### config.mk
export PLATFORM = sky130hd
export DESIGN_NAME = bcd_display_converter_flat
export DESIGN_NICKNAME = d
export VERILOG_FILES = /design/src/rtl/bcd_display_converter_if.sv /design/src/rtl/bcd_display_converter.sv /design/src/flat_wrapper.sv
export SDC_FILE = /design/constraint.sdc
export NUM_CORES = 1
export LEC_CHECK = 0
export BUFFER_PORTS_ARGS = -buffer_cell sky130_fd_sc_hd__buf_4
export CAP_MARGIN = 20
export CORE_AREA = 2 2 108 110
export DETAILED_ROUTE_END_ITERATION = 6
export DIE_AREA = 0 0 110 112
export PLACE_DENSITY = 0.64
export SETUP_SLACK_MARGIN = 0.2
export SLEW_MARGIN = 20
export SYNTH_ARGS = -nofsm -noshare
export SYNTH_HDL_FRONTEND = slang
export SYNTH_SLANG_ARGS = --single-unit
### constraint.sdc
create_clock -name clk -period 6.6 [get_ports clk]
set_clock_uncertainty 0.1 [all_clocks]
set_input_delay 1.32 -clock clk [delete_from_list [all_inputs] [get_ports clk]]
set_output_delay 1.32 -clock clk [all_outputs]
set_load 0.02 [all_outputs]
### src/rtl/bcd_display_converter_if.sv
// rtl/bcd_display_converter_if.sv - input handshake and display result bundle for the BCD converter
interface bcd_display_converter_if #(
  parameter int IN_WIDTH   = 20,
  parameter int NUM_DIGITS = 6
) ();
  logic                    in_valid;
  logic                    in_ready;
  logic [IN_WIDTH-1:0]     in_value;
  logic [4*NUM_DIGITS-1:0] digits;
  logic [NUM_DIGITS-1:0]   blank;
  logic                    out_valid;
  logic                    overflow;

  modport master (
    output in_valid, in_value,
    input  in_ready, digits, blank, out_valid, overflow
  );

  modport slave (
    input  in_valid, in_value,
    output in_ready, digits, blank, out_valid, overflow
  );
endinterface

### src/rtl/bcd_display_converter.sv
// rtl/bcd_display_converter.sv - sequential double-dabble binary-to-BCD converter with leading-zero blanking
module bcd_display_converter #(
  parameter int IN_WIDTH   = 20,
  parameter int NUM_DIGITS = 6
) (
  input  logic                  clk,
  input  logic                  reset_n,
  bcd_display_converter_if.slave bus
);
  localparam int BW = 4 * NUM_DIGITS;
  localparam int CW = $clog2(IN_WIDTH + 1);

  localparam logic [1:0] IDLE  = 2'd0;
  localparam logic [1:0] SHIFT = 2'd1;
  localparam logic [1:0] DONE  = 2'd2;

  function automatic logic [63:0] sat_value(input int n);
    logic [63:0] s;
    s = 64'd1;
    for (int i = 0; i < n; i++) s = s * 64'd10;
    return s - 64'd1;
  endfunction

  localparam logic [63:0] SAT64    = sat_value(NUM_DIGITS);
  // Saturation only matters when SAT is representable in the input width.
  localparam bit          SAT_FITS = ((SAT64 >> IN_WIDTH) == 64'd0);
  localparam logic [NUM_DIGITS-1:0] BLANK_RST = ~NUM_DIGITS'(1);

  logic [1:0]            state_q, state_d;
  logic [CW-1:0]         cnt_q, cnt_d;
  logic [IN_WIDTH-1:0]   bin_q, bin_d;
  logic [BW-1:0]         bcd_q, bcd_d;
  logic                  ovf_r_q, ovf_r_d;
  logic [BW-1:0]         digits_q, digits_d;
  logic [NUM_DIGITS-1:0] blank_q, blank_d;
  logic                  out_valid_q, out_valid_d;
  logic                  overflow_q, overflow_d;

  logic [BW-1:0]         bcd_adj;
  logic [NUM_DIGITS-1:0] blank_new;
  logic                  zero_run;
  logic                  in_over;

  always_comb begin
    bcd_adj = bcd_q;
    for (int k = 0; k < NUM_DIGITS; k++) begin
      if (bcd_q[4*k +: 4] >= 4'd5) bcd_adj[4*k +: 4] = bcd_q[4*k +: 4] + 4'd3;
    end
  end

  // Digit k blanks only when it and every digit above it are zero.
  always_comb begin
    blank_new = '0;
    zero_run  = 1'b1;
    for (int k = NUM_DIGITS - 1; k >= 1; k--) begin
      zero_run     = zero_run & (bcd_q[4*k +: 4] == 4'd0);
      blank_new[k] = zero_run;
    end
  end

  assign in_over = SAT_FITS && (64'(bus.in_value) > SAT64);

  always_comb begin
    state_d     = state_q;
    cnt_d       = cnt_q;
    bin_d       = bin_q;
    bcd_d       = bcd_q;
    ovf_r_d     = ovf_r_q;
    digits_d    = digits_q;
    blank_d     = blank_q;
    overflow_d  = overflow_q;
    out_valid_d = 1'b0;
    case (state_q)
      IDLE: begin
        if (bus.in_valid) begin
          bin_d   = in_over ? SAT64[IN_WIDTH-1:0] : bus.in_value;
          ovf_r_d = in_over;
          bcd_d   = '0;
          cnt_d   = CW'(IN_WIDTH);
          state_d = SHIFT;
        end
      end
      SHIFT: begin
        bcd_d = {bcd_adj[BW-2:0], bin_q[IN_WIDTH-1]};
        bin_d = bin_q << 1;
        cnt_d = cnt_q - CW'(1);
        if (cnt_q == CW'(1)) state_d = DONE;
      end
      DONE: begin
        digits_d    = bcd_q;
        blank_d     = blank_new;
        overflow_d  = ovf_r_q;
        out_valid_d = 1'b1;
        state_d     = IDLE;
      end
      default: state_d = IDLE;
    endcase
  end

  always_ff @(posedge clk or negedge reset_n) begin
    if (!reset_n) begin
      state_q     <= IDLE;
      cnt_q       <= '0;
      bin_q       <= '0;
      bcd_q       <= '0;
      ovf_r_q     <= 1'b0;
      digits_q    <= '0;
      blank_q     <= BLANK_RST;
      out_valid_q <= 1'b0;
      overflow_q  <= 1'b0;
    end else begin
      state_q     <= state_d;
      cnt_q       <= cnt_d;
      bin_q       <= bin_d;
      bcd_q       <= bcd_d;
      ovf_r_q     <= ovf_r_d;
      digits_q    <= digits_d;
      blank_q     <= blank_d;
      out_valid_q <= out_valid_d;
      overflow_q  <= overflow_d;
    end
  end

  assign bus.in_ready  = (state_q == IDLE);
  assign bus.digits    = digits_q;
  assign bus.blank     = blank_q;
  assign bus.out_valid = out_valid_q;
  assign bus.overflow  = overflow_q;
endmodule

### src/flat_wrapper.sv
// flat-port wrapper written by rule: the top's interface ports become plain ports
module bcd_display_converter_flat 
#(
  parameter int IN_WIDTH   = 20,
  parameter int NUM_DIGITS = 6
)
  (clk, reset_n, bus_in_valid, bus_in_value, bus_in_ready, bus_digits, bus_blank, bus_out_valid, bus_overflow);
  bcd_display_converter_if #(.IN_WIDTH(IN_WIDTH), .NUM_DIGITS(NUM_DIGITS)) bus_i ();
  input  logic clk;
  input  logic reset_n;
  input wire logic [$bits(bus_i.in_valid)-1:0] bus_in_valid;
  input wire logic [$bits(bus_i.in_value)-1:0] bus_in_value;
  output wire logic [$bits(bus_i.in_ready)-1:0] bus_in_ready;
  output wire logic [$bits(bus_i.digits)-1:0] bus_digits;
  output wire logic [$bits(bus_i.blank)-1:0] bus_blank;
  output wire logic [$bits(bus_i.out_valid)-1:0] bus_out_valid;
  output wire logic [$bits(bus_i.overflow)-1:0] bus_overflow;
  assign bus_i.in_valid = bus_in_valid;
  assign bus_i.in_value = bus_in_value;
  assign bus_in_ready = bus_i.in_ready;
  assign bus_digits = bus_i.digits;
  assign bus_blank = bus_i.blank;
  assign bus_out_valid = bus_i.out_valid;
  assign bus_overflow = bus_i.overflow;
  bcd_display_converter #(.IN_WIDTH(IN_WIDTH), .NUM_DIGITS(NUM_DIGITS)) u_core (.clk(clk), .reset_n(reset_n), .bus(bus_i));
endmodule
# Word level (Yosys, flattened, before mapping)

Cells that the tools add are included.

Flip-flop bits (word level): 83
Output and inout bits: 33
Word-level logic and storage cells: 59

Add/subtract/negate cells: 7
Order comparisons: 7
Equal/unequal tests: 5
Mux-type cells: 17
Bitwise gates (word level): 4
Reduce and logical (&&, ||, !) cells: 10

Operators with widths:

| operator                                              | number |
|---|---|
| case mux 24 bit (2 select lines)                      | 1 |
| 2-to-1 mux 20 bit                                     | 2 |
| case mux 20 bit (2 select lines)                      | 1 |
| >= comparator 4 x 3 -> 1 bit, second input constant   | 6 |
| 2-to-1 mux 24 bit                                     | 1 |
| adder 4 x 2 -> 4 bit, second input constant           | 5 |
| greater-than comparator 20 bit, second input constant | 1 |
| zero test 4 bit                                       | 5 |
| 2-to-1 mux 4 bit                                      | 5 |
| case mux 5 bit (2 select lines)                       | 1 |
| AND reduction 2 bit                                   | 3 |
| == test 5 x 1 -> 1 bit, second input constant         | 1 |
| 2-to-1 mux 5 bit                                      | 1 |
| subtractor 5 x 1 -> 5 bit, second input constant      | 1 |
| bitwise AND 1 bit                                     | 4 |
| 2-to-1 mux 2 bit                                      | 2 |
| case mux 2 bit (2 select lines)                       | 1 |
| adder 3 x 2 -> 3 bit, second input constant           | 1 |
| 2-to-1 mux 3 bit                                      | 1 |
| == test 2 x 1 -> 1 bit, second input constant         | 1 |
| == test 2 bit, second input constant                  | 1 |
| zero test 2 bit                                       | 1 |
| inequality test 2 x 1 -> 1 bit, second input constant | 1 |
| inequality test 2 bit, second input constant          | 1 |
| 2 further kinds                                       | 2 |

# Logic depth before layout (Yosys ltp)

Depth after elaboration: 5
Mapped depth: 6
Mapped depth without buffers: 6

# Worst setup path after synthesis

Ideal clock, no wire load.

Kind: input port to flip-flop
From: in bus_in_valid
To: reg u_core.bcd_q[19]
Arrival: 2.180 ns
Setup slack: 4.199 ns
Stages: 5
Path buffers: 1
Cell sequence: nor2_1 -> nor2_1 -> clkbuf_1 -> o31ai_1 -> a32o_1

Word-level cells in the longest chain between the ends: 2

Ends and longest elaborated chain:

| element                                | RTL line                     | RTL |
|---|---|---|
| start, declared                        | flat_wrapper.sv:11           | `input wire logic [$bits(bus_i.in_valid)-1:0] bus_in_valid;` |
| inequality test 2 bit (no source line) | --                           |  |
| AND reduction 2 bit (no source line)   | --                           |  |
| end signal, assigned                   | bcd_display_converter.sv:105 | `bcd_q <= '0;` |
| end signal, assigned                   | bcd_display_converter.sv:115 | `bcd_q <= bcd_d;` |
| end, declared                          | bcd_display_converter.sv:32  | `logic [BW-1:0] bcd_q, bcd_d;` |

No other way between the ends.
A chain may end at the register's enable or synchronous reset.

# Worst setup path in the final report

From: in bus_in_valid
To: reg u_core.bin_q[12]

Word-level cells in the longest chain between the ends: 2

Ends and longest elaborated chain:

| element                                | RTL line                     | RTL |
|---|---|---|
| inequality test 2 bit (no source line) | --                           |  |
| AND reduction 2 bit (no source line)   | --                           |  |
| end signal, assigned                   | bcd_display_converter.sv:114 | `bin_q <= bin_d;` |
| end, declared                          | bcd_display_converter.sv:31  | `logic [IN_WIDTH-1:0] bin_q, bin_d;` |

No other way between the ends.

==> flow_metrics.env <==
export IMPL_grt_use_total_pct=14.09
export IMPL_synth_edff_count=0
export IMPL_crit_chain="buf_4, nor2b_1, nand2b_1, nor2_1, a21o_1"
export IMPL_relSlewSlack_pct=45.61
export IMPL_routed_via_density=5.143
export IMPL_ys_types=47
export IMPL_p_seq_share_pct=38.5
export IMPL_cp_startpoint="bus_in_valid"
export IMPL_cts_root_buf="clkbuf_16"
export IMPL_max_stage_delay_ns=0.59
export IMPL_port_buffers=54
export IMPL_clk_path_buf_depth=2
export IMPL_hold_slack_ns=0.3765
export IMPL_r2r_start="u_core.bcd_q[21]$_DFFE_PN0P_"
export IMPL_avgSynthCellArea_sq_um=10.55
export IMPL_leakagePower_nw=2.135
export IMPL_slew_viol_final=0
export IMPL_rows=39
export IMPL_synth_common_cells="78 x dfrtp_1, 41 x nand2_1, 27 x o21ai_0, 23 x nor2_1"
export IMPL_hold_path_startpoint="u_core.bus.blank[2]$_DFFE_PN1P_"
export IMPL_drv_cap=0
export IMPL_cp_max_fo=24
export IMPL_required_ns=6.72
export IMPL_grt_pass1_vias=2747
export IMPL_end_kind="flip-flop"
export IMPL_io_pins=56
export IMPL_synth_largest_area_cell="dfrtp_1"
export IMPL_antenna_cells=0
export IMPL_synth_area_top_cells="dfrtp_1 51%, ha_1 5.9%, nand2_1 4.0%, mux2_2 3.8%, o21ai_0 3.5%"
export IMPL_gp_congestion=0.7716
export IMPL_worstMarginPinSlew_ns=0.8158
export IMPL_critPathArrivalTime_ns=2.61
export IMPL_synth_seq_area_share_pct=54.27
export IMPL_ys_async_sr_fraction_pct=100.0
export IMPL_p_int_mw=1.437
export IMPL_synthesis_nets=405
export IMPL_synthCells=364
export IMPL_r2r_slack_ns=4.18
export IMPL_synth_top_flop_cell="dfrtp_1"
export IMPL_first_pass_iters=4
export IMPL_path_clk_slew_ns=0.06
export IMPL_die_y_microns=112
export IMPL_fin_crit_sh_pct=37.65
export IMPL_yosys_warnings=0
export IMPL_ant_nets=0
export IMPL_grt_overflow=0
export IMPL_fmax_mhz=402.4
export IMPL_post_cts_buffers=0
export IMPL_die_x_microns=110
export IMPL_cellPowerDensity_nw_per_um2=493.0
export IMPL_drc=0
export IMPL_clk_insertion_delay_late_ns=0.33
export IMPL_worstSetupStartpointType="input port"
export IMPL_drtIter0Drc=165
export IMPL_synth_area_sq_um=3839
export IMPL_slowest_stage="nand2b_1"
export IMPL_start_util_pct=34.35
export IMPL_synth_seq_cells=83
export IMPL_finalCriticalPeriod_ns=2.485
export IMPL_cts_made_buffers=9
export IMPL_cts_htree_levels=3
export IMPL_grt_max_degree=84
export IMPL_nets=454
export IMPL_fin_tns_setup_ns=0
export IMPL_die_area_sq_um=12320
export IMPL_tritoncts="built"
export IMPL_p_sw_mw=0.8698
export IMPL_drive_gt1_share_pct=23.21
export IMPL_power_frac_clock_pct=21.5
export IMPL_syn_to_final_growth_pct=21.90
export IMPL_hold_violations=0
export IMPL_core_sq_um=11170
export IMPL_synth_most_common_cell="dfrtp_1"
export IMPL_antenna_found_initial=0
export IMPL_num_vias=2885
export IMPL_cts_sinks=83
export IMPL_ir_drop_v=0.0002173
export IMPL_yosys_area_top_type_share_pct=50.85
export IMPL_rsz0062_at_grt="false"
export IMPL_power_switching_share_pct=37.70
export IMPL_status="finished, final reports clean"
export IMPL_path_class="in -> reg"
export IMPL_ctsResizeCount=0
export IMPL_combPwrFrac_pct=40.0
export IMPL_hp_class="reg -> reg"
export IMPL_ctsHoldBuffers=0
export IMPL_finalSetupViolations=0
export IMPL_hpwl_microns=5553
export IMPL_wirelength_microns=8311
export IMPL_wl_per_cell_microns=14.81
export IMPL_grt_pass1_wl_microns=13520
[final timing paths]
kind,depth (start not counted),to
hold reg to reg,2,u_core.bus.blank[2]$_DFFE_PN1P_
hold / removal,2,u_core.bus.blank[2]$_DFFE_PN1P_
setup reg to reg,6,u_core.bus.blank[1]$_DFFE_PN1P_
max in group asynchronous,1,u_core.bus.out_valid$_DFF_PN0_
setup / recovery,5,u_core.bin_q[12]$_DFFE_PN0P_
min in group asynchronous,1,u_core.bin_q[12]$_DFFE_PN0P_
[sequential cells by signal (all words and copies together) (netlist names)]
name and flops:
u_core.bcd_q 24, u_core.bin_q 20, u_core.bus.blank 5, u_core.bus.digits 24, u_core.bus.out_valid 1, u_core.bus.overflow 1, u_core.cnt_q 5, u_core.ovf_r_q 1
u_core.state_q 2
[power by group through the flow]
stage	Sequential (mW)	Combinational [mW]	Clock [mW]
2_1_floorplan	0.941	0.566	0
5_1_grt	0.918	1.03	0.529
3_3_place_gp	0.887	0.900	0
3_5_place_dp	0.897	0.931	0
6_report	0.888	0.923	0.496
4_1_cts	0.888	0.936	0.509
[metal layers]
layer / GRT usage [%] / vias up / routed length, microns
li1: - / 1400 / -
met1: 20.59 / 1399 / 4208
met2: 19.96 / 81 / 3566
met3: 4.859 / 5 / 470
met4: 3.544 / 0 / 66
met5: 0 / - / 0
[per-stage QoR]
step / utilization (%) / cell area (sq um) / setup slack [ns] / power (mW) / std cells
4_1_cts: 41.84 / 4676 / 4.112 / 2.333 / 561
3_5_place_dp: 39.19 / 4379 / 3.789 / 1.827 / 545
6_report: 41.88 / 4679 / 4.115 / 2.307 / 561
3_3_place_gp: 39.19 / 4379 / 3.830 / 1.788 / 545
5_1_grt: 41.88 / 4679 / 4.027 / 2.477 / 561
2_1_floorplan: - / 3839 / 4.199 / 1.508 / 364
[area by class of cell]
cell class	count	area [sq um]
fill	1069	6495
sequential	83	2083
multi-input combinational	246	1625
timing repair buffer	58	439.2
clock buffer	12	246.5
tap	143	178.9
inverter	15	56.30
clock inverter	4	50.05
[layout by cell type, fill, tap and decap left out, types with 2 or more instances in the layout]
cell / netlist / layout
a31oi_1: 4 / 4
inv_1: 15 / 15
a21oi_1: 15 / 15
dfrtp_1: 78 / 78
dfstp_2: 5 / 5
o211ai_1: 2 / 2
o311ai_0: 7 / 7
nand2b_1: 8 / 7
nor3b_1: 2 / 2
buf_4: 1 / 57
a22oi_1: 4 / 4
clkinvlp_4: 0 / 2
xor2_1: 2 / 2
o21ai_0: 27 / 27
xnor2_1: 6 / 6
nand2_1: 41 / 41
o22ai_1: 17 / 17
a22o_1: 4 / 4
a32o_1: 6 / 6
ha_1: 18 / 18
mux2_2: 13 / 13
nor2_1: 23 / 23
o31ai_1: 8 / 8
o21ai_2: 2 / 2
clkbuf_1: 18 / 2
nor3_1: 3 / 3
nand3_1: 9 / 9
a21o_1: 4 / 4
nor2b_1: 3 / 2
clkbuf_16: 0 / 9
[critical path: cells and delay by family]
kind / cells / cell delay [ns]
compound gates: 1 / 0.23
simple gates: 3 / 0.94
buf+inv: 1 / 0.11
[cell families (layout without fill, tap and decap cells)]
logic type / after synthesis / in the layout / share of synthesized area [%]
AOI/OAI and AO/OA: 106 / 106 / 18.19
and+or+nand+nor: 100 / 100 / 12.42
DFF: 83 / 83 / 54.27
buffers and inverters: 35 / 89 / 3.520
adders and majority gates: 18 / 18 / 5.867
muxes: 13 / 13 / 3.814
xor gates and xnor gates: 8 / 8 / 1.825
other: 1 / 1 / 0.09769
(Power assumes the default switching activity.)
